<file path="src/rtl/hilo_muldiv_unit.sv">
// HI/LO owner for the Minisys execute stage: 32-step shift-add multiplier and
// restoring divider, plus mthi/mtlo writes and the mfhi/mflo read mux.
module hilo_muldiv_unit #(
    parameter int ITER = 32
) (
    input  logic        clock,
    input  logic        reset,
    input  logic        HI_LO_write,
    input  logic [5:0]  Function_opcode,
    input  logic [1:0]  HI_LO_move,
    input  logic [1:0]  Mt_HI_LO,
    input  logic [31:0] Read_data_1,
    input  logic [31:0] Read_data_2,
    output logic        Stall_HI_LO,
    output logic [31:0] HI_LO_data,
    output logic [31:0] HI,
    output logic [31:0] LO
);
    localparam int CW = (ITER > 1) ? $clog2(ITER) : 1;

    localparam logic [1:0] S_IDLE = 2'd0;
    localparam logic [1:0] S_BUSY = 2'd1;
    localparam logic [1:0] S_DONE = 2'd2;

    logic [1:0]    state_q, state_d;
    logic [CW-1:0] cnt_q, cnt_d;
    logic [31:0]   hi_q, hi_d, lo_q, lo_d;
    logic [63:0]   w_q, w_d;        // mult: {acc, multiplier}; div: {rem, quotient}
    logic [31:0]   b_q, b_d;        // multiplicand or divisor magnitude
    logic [31:0]   rs_q, rs_d;      // raw dividend, returned on divide by zero
    logic          is_div_q, is_div_d;
    logic          neg_q, neg_d;    // product / quotient sign
    logic          rneg_q, rneg_d;  // remainder sign (dividend sign)
    logic          div0_q, div0_d;

    logic        start;
    logic        signed_op, div_op, a_neg, b_neg;
    logic [31:0] a_mag, b_mag;
    logic [32:0] mul_sum;
    logic [63:0] mul_next;
    logic [32:0] div_shift;
    logic        div_ge;
    logic [31:0] div_sub;
    logic [63:0] div_next, iter_next, mul_res;
    logic [31:0] q_res, r_res;

    // The four mult/div funct codes all share 0110xx.
    assign start     = HI_LO_write && (Function_opcode[5:2] == 4'b0110);
    assign signed_op = ~Function_opcode[0];
    assign div_op    = Function_opcode[1];
    assign a_neg     = signed_op & Read_data_1[31];
    assign b_neg     = signed_op & Read_data_2[31];
    assign a_mag     = a_neg ? (32'd0 - Read_data_1) : Read_data_1;
    assign b_mag     = b_neg ? (32'd0 - Read_data_2) : Read_data_2;

    assign mul_sum  = {1'b0, w_q[63:32]} + (w_q[0] ? {1'b0, b_q} : 33'd0);
    assign mul_next = {mul_sum, w_q[31:1]};

    // A shifted remainder that needs 33 bits always exceeds the divisor, so
    // the 32-bit difference is exact whenever it is taken.
    assign div_shift = {w_q[63:32], w_q[31]};
    assign div_ge    = div_shift >= {1'b0, b_q};
    assign div_sub   = div_shift[31:0] - b_q;
    assign div_next  = div_ge ? {div_sub, w_q[30:0], 1'b1}
                              : {div_shift[31:0], w_q[30:0], 1'b0};

    assign iter_next = is_div_q ? div_next : mul_next;
    assign mul_res   = neg_q  ? (64'd0 - iter_next) : iter_next;
    assign q_res     = neg_q  ? (32'd0 - iter_next[31:0])  : iter_next[31:0];
    assign r_res     = rneg_q ? (32'd0 - iter_next[63:32]) : iter_next[63:32];

    always_comb begin
        state_d     = state_q;
        cnt_d       = cnt_q;
        hi_d        = hi_q;
        lo_d        = lo_q;
        w_d         = w_q;
        b_d         = b_q;
        rs_d        = rs_q;
        is_div_d    = is_div_q;
        neg_d       = neg_q;
        rneg_d      = rneg_q;
        div0_d      = div0_q;
        Stall_HI_LO = 1'b0;
        case (state_q)
            S_IDLE: begin
                if (start) begin
                    Stall_HI_LO = 1'b1;
                    state_d     = S_BUSY;
                    cnt_d       = '0;
                    is_div_d    = div_op;
                    neg_d       = a_neg ^ b_neg;
                    rneg_d      = a_neg;
                    div0_d      = div_op && (Read_data_2 == 32'd0);
                    rs_d        = Read_data_1;
                    w_d         = div_op ? {32'd0, a_mag} : {32'd0, b_mag};
                    b_d         = div_op ? b_mag : a_mag;
                end else begin
                    if (Mt_HI_LO[1]) hi_d = Read_data_1;
                    if (Mt_HI_LO[0]) lo_d = Read_data_1;
                end
            end
            S_BUSY: begin
                Stall_HI_LO = 1'b1;
                w_d         = iter_next;
                cnt_d       = cnt_q + CW'(1);
                if (cnt_q == CW'(ITER - 1)) begin
                    state_d = S_DONE;
                    if (!is_div_q) begin
                        hi_d = mul_res[63:32];
                        lo_d = mul_res[31:0];
                    end else if (div0_q) begin
                        hi_d = rs_q;
                        lo_d = 32'hFFFF_FFFF;
                    end else begin
                        hi_d = r_res;
                        lo_d = q_res;
                    end
                end
            end
            S_DONE: begin
                // A still-high HI_LO_write here is the retiring instruction.
                state_d = S_IDLE;
                if (Mt_HI_LO[1]) hi_d = Read_data_1;
                if (Mt_HI_LO[0]) lo_d = Read_data_1;
            end
            default: state_d = S_IDLE;
        endcase
    end

    always_ff @(posedge clock) begin
        if (reset) begin
            state_q  <= S_IDLE;
            cnt_q    <= '0;
            hi_q     <= '0;
            lo_q     <= '0;
            w_q      <= '0;
            b_q      <= '0;
            rs_q     <= '0;
            is_div_q <= 1'b0;
            neg_q    <= 1'b0;
            rneg_q   <= 1'b0;
            div0_q   <= 1'b0;
        end else begin
            state_q  <= state_d;
            cnt_q    <= cnt_d;
            hi_q     <= hi_d;
            lo_q     <= lo_d;
            w_q      <= w_d;
            b_q      <= b_d;
            rs_q     <= rs_d;
            is_div_q <= is_div_d;
            neg_q    <= neg_d;
            rneg_q   <= rneg_d;
            div0_q   <= div0_d;
        end
    end

    assign HI         = hi_q;
    assign LO         = lo_q;
    assign HI_LO_data = (HI_LO_move == 2'b10) ? hi_q :
                        (HI_LO_move == 2'b01) ? lo_q : 32'd0;
endmodule

</file>
<file path="config.mk">
export PLATFORM = sky130hd
export DESIGN_NAME = hilo_muldiv_unit
export DESIGN_NICKNAME = d
export VERILOG_FILES = /design/src/rtl/hilo_muldiv_unit.sv
export SDC_FILE = /design/constraint.sdc
export NUM_CORES = 1
export LEC_CHECK = 0
export ABC_AREA = 0
export BUFFER_PORTS_ARGS = -buffer_cell sky130_fd_sc_hd__buf_2
export CORE_MARGIN = 2
export CORE_UTILIZATION = 35
export DETAILED_ROUTE_END_ITERATION = 6
export HOLD_SLACK_MARGIN = 0.02
export PLACE_DENSITY = 0.52
export SETUP_SLACK_MARGIN = 0.4
export SLEW_MARGIN = 20
export SYNTH_ARGS = -nofsm -noshare
export SYNTH_HDL_FRONTEND = slang
export SYNTH_SLANG_ARGS = --single-unit
</file>
<file path="constraint.sdc">
create_clock -name clock -period 4.67 [get_ports clock]
set_input_delay 0.934 -clock clock [delete_from_list [all_inputs] [get_ports clock]]
set_output_delay 0.934 -clock clock [all_outputs]
set_load 0.1 [all_outputs]
</file>
==> reports/results.txt, run 1 <==
outcome -> completed
TNS Setup -> 0 ns
final worst-path cycle share -> 0.985
DRT Pass-1 Iters -> 6
clk sinks -> 203
initial antenna violation count -> 0
Final Core Density -> 0.494
worst clock skew -> 0.0159 ns
WP data required -> 5.11 ns
Max Transition Viols Final -> 0
area occupied by multi-input gates -> 14,700 um2
Filler cells -> 5,046
post-DP HPWL -> 67,800 um
layout cell share with drive strength beyond 1 -> 0.326
PwrDens -> 250 nW/um2
vias per cell -> 6.00
CTS Buffer Depth -> 3
VDD IR-drop max -> 0.239 mV
Seq. cell area -> 4120 um2
Unique masters post-synth -> 92
core area -> 50,300 um2
drt total wl -> 89,100 um
max_slew headroom -> 0.267
die footprint -> 52,900 um2
critical path launch point type -> register
total number of H-tree levels -> 1
RSZ-0062 raised after global routing -> true
Setup crit end kind -> register
Slew @ Worst Pin -> 1.10 ns
crit path time final -> 4.60 ns
Global Route Usage Sum -> 0.321
most frequent cells after synthesis -> 355 x nand2_1, 247 x a21oi_1, 220 x nor2_1, 203 x dfxtp_1, 135 x clkbuf_1
total gr overflow -> 0
top cells by area, synth -> dfxtp_1 23%, nand2_1 7.5%, a21oi_1 6.9%
crit-path max FO -> 5
DRT antenna net count -> 0
final worst slack -> 0.0691 ns
# setup viols final -> 0
CTS tree -> done
EDFF count, synth -> 0
placed cell areas -> 21,500 um2
post-synth top area share -> 0.227
Maximum Capacitance Violations -> 0
Die Y -> 230 um
crit path DAT -> 5.04 ns
IO Port Bufs -> 173
post-synthesis sequential area ratio -> 0.227
DR iter-0 viols -> 2,236
worst slack, placed -> -0.247 ns
Area growth syn-to-layout -> 38.9%
Max Clk Rate -> 217 MHz
largest net degree at the start of global routing -> 105
global-route wire length before repair -> 130,000 um
most frequent cell after synthesis -> nand2_1
Initial Util -> 0.356
vias in the first global route -> 20,400
Ant. Diodes -> 0
syn_area_per_cell -> 7.17 um2
Yosys top cell by area -> dfxtp_1
Worst-path clk slew -> 0.06 ns
remaining routing DRC violations -> 0
ys flop type -> dfxtp_1
Hold Crit Class -> register to register
via count -> 21,600
Net count, final -> 3,048
syn nets -> 2,641
routed length per placed instance -> 24.8 um
Post-CTS Hold Buffers -> 0
CTS root buffer -> clkbuf_16
leak pwr -> 10.3 nW
clk_lat worst skew -> 0.57 ns
flops & latches, synth -> 203
cell area after layout -> 24,800 um2
I/O Pins -> 174
Post-synth ARST share -> 0
Post-Synthesis Cells -> 2,492
yosys warns -> 0
total CTS buffers -> 27
Die Span X -> 230 um
Crit Path Category -> register to register
gpl congestion -> 0.953
Syn Std Cell Area -> 17,900 um2
final hold vios -> 0
# rows -> 82
[cells by family after synthesis]
group                      count (synthesis)  share of synthesized area
DFF                                      203                      0.227
muxes                                     58                     0.0345
AOI/OAI and AO/OA                        829                      0.310
buffers and inverters                    259                     0.0565
adders and majority gates                 72                     0.0512
xor gates and xnor gates                 176                     0.0862
and+or+nand+nor                          895                      0.235
[stage by stage]
stage | cells | total power [W] | hold slack [ns]
floorplan | 2492 | 0.00296 | 0.433
global placement | 3465 | 0.00362 | 0.441
detailed placement | 3465 | 0.00363 | 0.445
CTS | 3555 | 0.00602 | 0.453
global route | 3590 | 0.00637 | 0.475
finish | 3590 | 0.00621 | 0.451
[final cells by class]
type,count,share of cell area
Clock inverter,11,0.00771
Multi-Input combinational cell,2031,0.590
Sequential cell,203,0.166
Timing Repair Buffer,558,0.160
Tap cell,672,0.0339
Inverter,78,0.0119
Clock buffer,37,0.0303
[worst max-delay path: stages (launching register included)]
cell	delay [ns]
dfxtp_2	0.35
inv_1	0.07
ha_4	0.28
nand4_1	0.19
buf_4	0.21
a2111oi_4	0.25
buf_4	0.19
buf_4	0.13
o31a_4	0.19
nor3_4	0.05
a311o_1	0.37
or3_4	0.41
nor4b_4	0.26
buf_4	0.18
or3b_4	0.40
or4_4	0.43
o211a_1	0.23
o211ai_1	0.16
o211ai_1	0.11
[placed cells by master (no fill, tap or decap), types with 29 or more instances in the layout]
master / instances
buf_2: 172
dfxtp_1: 167
nor2_1: 206
dfxtp_2: 32
o211ai_1: 73
a211oi_1: 29
ha_4: 38
xnor2_1: 104
o21ai_0: 109
a22o_1: 48
a21oi_1: 219
nand2_1: 347
nand3_1: 39
buf_4: 348
xor2_1: 62
nor3_1: 45
and2_1: 30
inv_1: 63
[metal layers]
metal	GRT usage	routed length, um
met5	0	0
met3	0.0466	6980
met2	0.513	40000
met1	0.446	39000
met4	0.0994	3140
[sequential cells by signal (all words and copies together) (netlist names)]
register,cells
w_q,64
HI,32
LO,32
b_q,32
rs_q,32
cnt_q,5
state_q,2
div0_q,1
is_div_q,1
neg_q,1
rneg_q,1
[path summary, 6_finish.rpt]
kind	from	endpoint	slack (ns)	cells past startpoint
max	b_q[14]	HI[30]	0.07	18
min	rs_q[13]	rs_q[13]	0.45	2
max reg2reg	b_q[14]	HI[30]	0.07	18
min reg2reg	rs_q[13]	rs_q[13]	0.45	2
[where the power goes]
part,internal [W],switching [W]
logic,0.000693,0.00137
registers,0.00179,0.0000611
clock network,0.00140,0.000896
total,0.00388,0.00233
[what timing repair did]
item | 4_1_cts | 5_1_grt
gates resized for setup | 152 | 213
setup buffers | 41 | 35
setup endpoints to repair | 34 | 34
gates cloned | 1 | 0
endpoints found under the hold margin | 0 | 0
pin swaps | 60 | 118
(Power assumes the default switching activity.)
==> run 2: changes to the inputs <==
--- a/config.mk
+++ b/config.mk
@@ -7,8 +7,9 @@
 export LEC_CHECK = 0
 export ABC_AREA = 0
 export BUFFER_PORTS_ARGS = -buffer_cell sky130_fd_sc_hd__buf_2
-export CORE_MARGIN = 2
+export CORE_MARGIN = 5
 export CORE_UTILIZATION = 35
+export CTS_BUF_LIST = sky130_fd_sc_hd__clkbuf_8 sky130_fd_sc_hd__clkbuf_16
 export DETAILED_ROUTE_END_ITERATION = 6
 export HOLD_SLACK_MARGIN = 0.02
 export PLACE_DENSITY = 0.52
==> reports/results.txt, run 2 (same netlist as run 1, synthesis figures left out) <==
outcome -> completed
worst clock skew -> 0.0226 ns (+0.00667 ns)
Crit Path Category -> register to register
Net count, final -> 2,965 (-2.7%)
gpl congestion -> 0.946 (-0.76%)
crit path DAT -> 5.02 ns (-0.02 ns)
max_slew headroom -> 0.281 (+0.0136)
Seq. cell area -> 4130 um2 (+0.18%)
final hold vios -> 0 (unchanged)
CTS Buffer Depth -> 3 (unchanged)
clk_lat worst skew -> 0.58 ns (about the same)
VDD IR-drop max -> 0.254 mV (+6.1%)
Worst-path clk slew -> 0.06 ns (about the same)
TNS Setup -> 0 ns (unchanged)
initial antenna violation count -> 1 (+1)
crit path from -> b_q[30]
via count -> 21,000 (-2.4%)
leak pwr -> 9.75 nW (-5.0%)
Initial Util -> 0.355 (-0.000724)
vias in the first global route -> 20,000 (-1.9%)
Die Span X -> 236 um (+2.6%)
Max Clk Rate -> 219 MHz (+0.68%)
remaining routing DRC violations -> 0 (unchanged)
post-DP HPWL -> 66,300 um (-2.2%)
number of flip-flops under the largest register name -> 64 (unchanged)
area occupied by multi-input gates -> 14,500 um2 (-1.3%)
commonest non-fill, non-tap cell in the layout -> nand2_1
Max Transition Viols Final -> 0 (unchanged)
CTS tree -> done
drt total wl -> 87,100 um (-2.3%)
commonest cells after routing, fill and taps aside -> 348 x nand2_1, 277 x buf_4, 222 x a21oi_1, 211 x nor2_1, 171 x buf_2
layout cell share with drive strength beyond 1 -> 0.301 (-0.0246)
IO Port Bufs -> 173 (unchanged)
r2r startpoint -> b_q[30]
core area -> 50,400 um2 (+0.20%)
Ant. Diodes -> 0 (unchanged)
Filler cells -> 5,061 (+0.30%)
Slew @ Worst Pin -> 1.08 ns (-0.0206 ns)
Maximum Capacitance Violations -> 0 (unchanged)
CTS root buffer -> clkbuf_16
Area growth syn-to-layout -> 33.9%
crit path time final -> 4.57 ns (-0.0312 ns)
largest net degree at the start of global routing -> 157 (+50%)
final worst-path cycle share -> 0.979 (-0.00668)
DRT Pass-1 Iters -> 5 (-1)
# setup viols final -> 0 (unchanged)
clk sinks -> 203 (unchanged)
total CTS buffers -> 28 (+3.7%)
vias per cell -> 6.00 (-0.11%)
Hold Slack -> 0.456 ns (+0.00472 ns)
Global Route Usage Sum -> 0.293 (-0.0280)
critical path launch point type -> register
total gr overflow -> 0 (unchanged)
Setup crit end kind -> register
WP data required -> 5.12 ns (about the same)
crit-path max FO -> 7 (+2)
die footprint -> 55,700 um2 (+5.3%)
routed length per placed instance -> 24.8 um (about the same)
Hold Crit Class -> register to register
PwrDens -> 252 nW/um2 (+0.95%)
global-route wire length before repair -> 128,000 um (-1.5%)
RSZ-0062 raised after global routing -> true
Post-CTS Hold Buffers -> 0 (unchanged)
DRT antenna net count -> 0 (unchanged)
min-delay src -> rs_q[6]
DR iter-0 viols -> 1,966 (-12%)
largest register by flop count -> w_q
I/O Pins -> 174 (unchanged)
total number of H-tree levels -> 1 (unchanged)
Die Y -> 236 um (+2.6%)
# rows -> 82 (unchanged)
[run 2: what timing repair did]
| item | CTS | global route |
|---|---|---|
| resized for setup | 177 | 150 |
| endpoints found under the setup margin | 31 | 37 |
| pin swaps | 62 | 93 |
| setup buffers | 52 | 36 |
| endpoints found under the hold margin | 0 | 0 |
[run 2: final timing paths]
path	depth (start not counted)	to	slack [ns]
worst min-delay path	2	rs_q[6]	0.46
worst min register to register	2	rs_q[6]	0.46
worst max-delay path	20	HI[30]	0.10
worst max register to register	20	HI[30]	0.10
[run 2: cell type report]
cell class / count / area share
timing repair buffer: 475 / 0.138
tap: 672 / 0.0351
sequential: 203 / 0.172
inverter: 78 / 0.0123
clock buffer: 31 / 0.0315
clock inverter: 17 / 0.00685
multi-input combinational: 2030 / 0.604
[run 2: worst max-delay path, stage by stage, from the launching register on]
cell and delay (ns):
dfxtp_2 0.33, inv_2 0.04, ha_4 0.21, a21o_1 0.16
a211o_1 0.32, a41oi_2 0.20, o211ai_1 0.15, buf_4 0.21
o21ai_4 0.17, a21boi_2 0.21, ha_2 0.21, nand2_2 0.06
nor2_2 0.12, nand4_1 0.22, or3_4 0.40, or3_4 0.35
buf_6 0.15, or4_4 0.44, o211a_1 0.22, o211ai_1 0.15
o211ai_1 0.10
[run 2: report_power, final]
group / total, W / switching [W] / internal [W]
Sequential: 0.00185 / 0.0000602 / 0.00179
Combinational: 0.00199 / 0.00136 / 0.000635
Clock: 0.00220 / 0.000892 / 0.00131
Total: 0.00604 / 0.00231 / 0.00373
[run 2: layer usage]
| layer | GRT usage | share of wire | vias to the layer above |
|---|---|---|---|
| met1 | 0.409 | 0.44 | 10200 |
| li1 | - | - | 9748 |
| met3 | 0.0435 | 0.074 | 154 |
| met4 | 0.0878 | 0.036 | 0 |
| met2 | 0.471 | 0.45 | 897 |
| met5 | 0 | 0 | - |
[run 2: metrics by stage]
stage               power (W)  cell area, um2   util  worst slack (ns)  instances
floorplan             0.00296           18100      -             0.286       2492
global placement      0.00356           20800  0.412            -0.135       3370
detailed placement    0.00356           20800  0.412            -0.136       3370
CTS                   0.00590           22900  0.455             0.110       3470
global route          0.00621           23900  0.475           -0.0462       3506
finish                0.00604           23900  0.475             0.100       3506
==> run 3: changes to the inputs <==
--- a/config.mk
+++ b/config.mk
@@ -5,14 +5,14 @@
 export SDC_FILE = /design/constraint.sdc
 export NUM_CORES = 1
 export LEC_CHECK = 0
-export ABC_AREA = 0
+export ABC_AREA = 1
 export BUFFER_PORTS_ARGS = -buffer_cell sky130_fd_sc_hd__buf_2
 export CORE_MARGIN = 5
 export CORE_UTILIZATION = 35
 export CTS_BUF_LIST = sky130_fd_sc_hd__clkbuf_8 sky130_fd_sc_hd__clkbuf_16
 export DETAILED_ROUTE_END_ITERATION = 6
 export HOLD_SLACK_MARGIN = 0.02
-export PLACE_DENSITY = 0.52
+export PLACE_DENSITY = 0.51
 export SETUP_SLACK_MARGIN = 0.4
 export SLEW_MARGIN = 20
 export SYNTH_ARGS = -nofsm -noshare
==> reports/results.txt, run 3 <==
Hold Crit Depth -> 2 (unchanged)
syn nets -> 3,663 (+39%)
Post-synth ARST share -> 0 (unchanged)
Die Span X -> 250 um (+5.9%)
Max Clk Rate -> 243 MHz (+11%)
Hold Crit Class -> register to register
largest register by flop count -> w_q
CTS Buffer Depth -> 3 (unchanged)
post-synth top area share -> 0.202 (-0.0256)
Maximum Capacitance Violations -> 0 (unchanged)
DR iter-0 viols -> 2,473 (+26%)
Hold Path Sink -> cnt_q[4]
number of flip-flops under the largest register name -> 64 (unchanged)
clk sinks -> 203 (unchanged)
final worst-path cycle share -> 0.882 (-0.0969)
critical path launch point type -> register
R2R cell count -> 21 (+5.0%)
drt total wl -> 102,000 um (+17%)
total number of H-tree levels -> 1 (unchanged)
Slew @ Worst Pin -> 0.950 ns (-0.126 ns)
clk_lat worst skew -> 0.58 ns (about the same)
Net count, final -> 3,792 (+28%)
total CTS buffers -> 28 (unchanged)
Final Core Density -> 0.403 (-0.0721)
post-DP HPWL -> 82,000 um (+24%)
vias per cell -> 5.44 (-9.3%)
WP data required -> 5.13 ns (about the same)
most frequent cells after synthesis -> 981 x nand2_1, 512 x inv_1, 348 x nor2_1, 284 x nand3_1, 261 x o21ai_0
Initial Util -> 0.351 (-0.00364)
gpl congestion -> 1.01 (+6.4%)
IO Port Bufs -> 173 (unchanged)
Seq. cell area -> 4080 um2 (-1.2%)
post-synthesis sequential area ratio -> 0.202 (-0.0256)
via count -> 24,100 (+15%)
area occupied by multi-input gates -> 13,600 um2 (-5.8%)
worst reg-to-reg setup slack -> 0.55 ns (+0.45 ns)
final worst slack -> 0.553 ns (+0.453 ns)
initial antenna violation count -> 2 (+1)
global-route wire length before repair -> 147,000 um (+15%)
EDFF count, synth -> 0 (unchanged)
Global Route Usage Sum -> 0.309 (+0.0160)
TNS Setup -> 0 ns (unchanged)
DRT Pass-1 Iters -> 7 (+2)
max_slew headroom -> 0.366 (+0.0846)
Unique masters post-synth -> 60 (-35%)
# setup viols final -> 0 (unchanged)
# rows -> 88 (+7.3%)
core area -> 57,400 um2 (+14%)
layout cell share with drive strength beyond 1 -> 0.133 (-0.168)
Ant. Diodes -> 0 (unchanged)
Yosys top cell by area -> dfxtp_1
flops & latches, synth -> 203 (unchanged)
CTS root buffer -> clkbuf_16
commonest non-fill, non-tap cell in the layout -> nand2_1
PwrDens -> 265 nW/um2 (+4.9%)
crit-path max FO -> 18 (+11)
Crit Path Category -> register to register
VDD IR-drop max -> 0.285 mV (+13%)
reg2reg end -> HI[13]
worst slack, placed -> 0.372 ns (+0.507 ns)
Syn Std Cell Area -> 20,100 um2 (+13%)
total gr overflow -> 0 (unchanged)
yosys warns -> 0 (unchanged)
routed length per placed instance -> 23.0 um (-7.3%)
I/O Pins -> 174 (unchanged)
crit path time final -> 4.12 ns (-0.453 ns)
outcome -> finished with violations
Max Transition Viols Final -> 0 (unchanged)
CTS tree -> done
leak pwr -> 12.3 nW (+26%)
remaining routing DRC violations -> 1 (+1)
Setup crit end kind -> register
r2r startpoint -> w_q[0]
failing checks -> DRC
crit path DAT -> 4.58 ns (-0.44 ns)
largest net degree at the start of global routing -> 125 (-20%)
Area growth syn-to-layout -> 14.8%
syn_area_per_cell -> 5.73 um2 (-20%)
Post-CTS Hold Buffers -> 0 (unchanged)
ys flop type -> dfxtp_1
vias in the first global route -> 22,200 (+11%)
DRT antenna net count -> 0 (unchanged)
commonest cells after routing, fill and taps aside -> 977 x nand2_1, 516 x inv_1, 335 x nor2_1, 280 x nand3_1, 260 x o21ai_0
RSZ-0062 raised after global routing -> false
Worst-path clk slew -> 0.06 ns (about the same)
worst clock skew -> 0.0180 ns (-0.00458 ns)
top cells by area, synth -> dfxtp_1 20%, nand2_1 18%, inv_1 9.5%
Die Y -> 250 um (+5.9%)
die footprint -> 62,500 um2 (+12%)
final hold vios -> 0 (unchanged)
min-delay src -> cnt_q[4]
most frequent cell after synthesis -> nand2_1
Post-Synthesis Cells -> 3,514 (+41%)
Filler cells -> 6,536 (+29%)
run 3: changes by cell type in the layout (fill, tap and decap cells not counted), moves of 30 or more:
cell      before  now
inv_1         71  516
ha_1          29   59
and2_1        39    4
xnor2_1      104   17
o211ai_1      73   11
dfxtp_2       41    7
dfxtp_1      159  195
o21ai_0      114  260
a21oi_1      222  176
nand2_1      348  977
nand3_1       41  280
a22o_1        48    0
nor2_1       211  335
buf_4        277   74
run 3: worst max-delay path by stage:
| stage | from | endpoint | slack, ns |
|---|---|---|---|
| after CTS | w_q[33] | HI[16] | 0.43 |
| after detailed placement | w_q[33] | HI[4] | 0.37 |
| after global routing | b_q[28] | HI[14] | 0.40 |
| after floorplan | HI_LO_move[1] | HI_LO_data[10] | 0.06 |
| after global placement | w_q[33] | HI[16] | 0.37 |
| final | w_q[0] | HI[13] | 0.55 |
run 3: kinds of logic after synthesis:
group	Yosys count	share of synthesized area
AND/OR/NAND/NOR	1821	0.394
AO/OA/AOI/OAI	638	0.183
flip-flops	203	0.202
buffers and inverters	682	0.134
XOR/XNOR	98	0.0426
adder cells (fa/ha/maj)	72	0.0455
run 3: layer usage:
layer  GRT usage  up-vias  share of wire  routed length [um]
met5           0        -        0.00026                  27
met4       0.137        4          0.053                5410
met3      0.0378      196          0.076                7740
met2       0.493     1152           0.44               45100
met1       0.420    11100           0.43               43700
li1            -    11600              -                   -
run 3: where the power goes:
group,total [W],internal (W),switching [W]
Clock,0.00227,0.00132,0.000947
Combinational,0.00199,0.000439,0.00155
Sequential,0.00187,0.00180,0.0000698
Total,0.00613,0.00356,0.00256
run 3: cell type report:
class                      count  area share
inverter                     526      0.0855
multi-input combinational   2629       0.589
clock buffer                  35      0.0350
timing repair buffer         255      0.0669
sequential                   203       0.176
clock inverter                17     0.00579
tap                          765      0.0414
run 3: critical path, stage by stage, from the launching register on:
cell and delay [ns]:
dfxtp_2 0.39, buf_6 0.25, nand2_1 0.08, inv_1 0.13, ha_1 0.30, a21oi_1 0.24
o21ai_0 0.19, inv_1 0.11, nand3_1 0.24, o21ai_0 0.40, nand2_1 0.11, nor2_2 0.31
nand2_1 0.13, nor2_2 0.11, nand2_1 0.13, o21ai_2 0.19, xor2_1 0.17, nand2_1 0.06
nand2_1 0.08, nand2_1 0.05, nand2_1 0.21, a21oi_1 0.11
run 3: timing repair:
item | in CTS | in global routing
pin swaps | 0 | 7
buffers inserted | 0 | 2
gates resized for setup | 4 | 50
gates cloned | 0 | 0
endpoints found under the setup margin | 10 | 30
hold endpoints to repair | 0 | 0
run 3: through the flow:
stage                     std cells  total power, W  hold slack [ns]  area (um2)
final                          4430         0.00613            0.466       23100
after floorplan                3514         0.00324            0.430       20100
after global routing           4430         0.00631            0.495       23100
after global placement         4376         0.00384            0.462       21900
after CTS                      4428         0.00607            0.472       22900
after detailed placement       4376         0.00383            0.465       21900
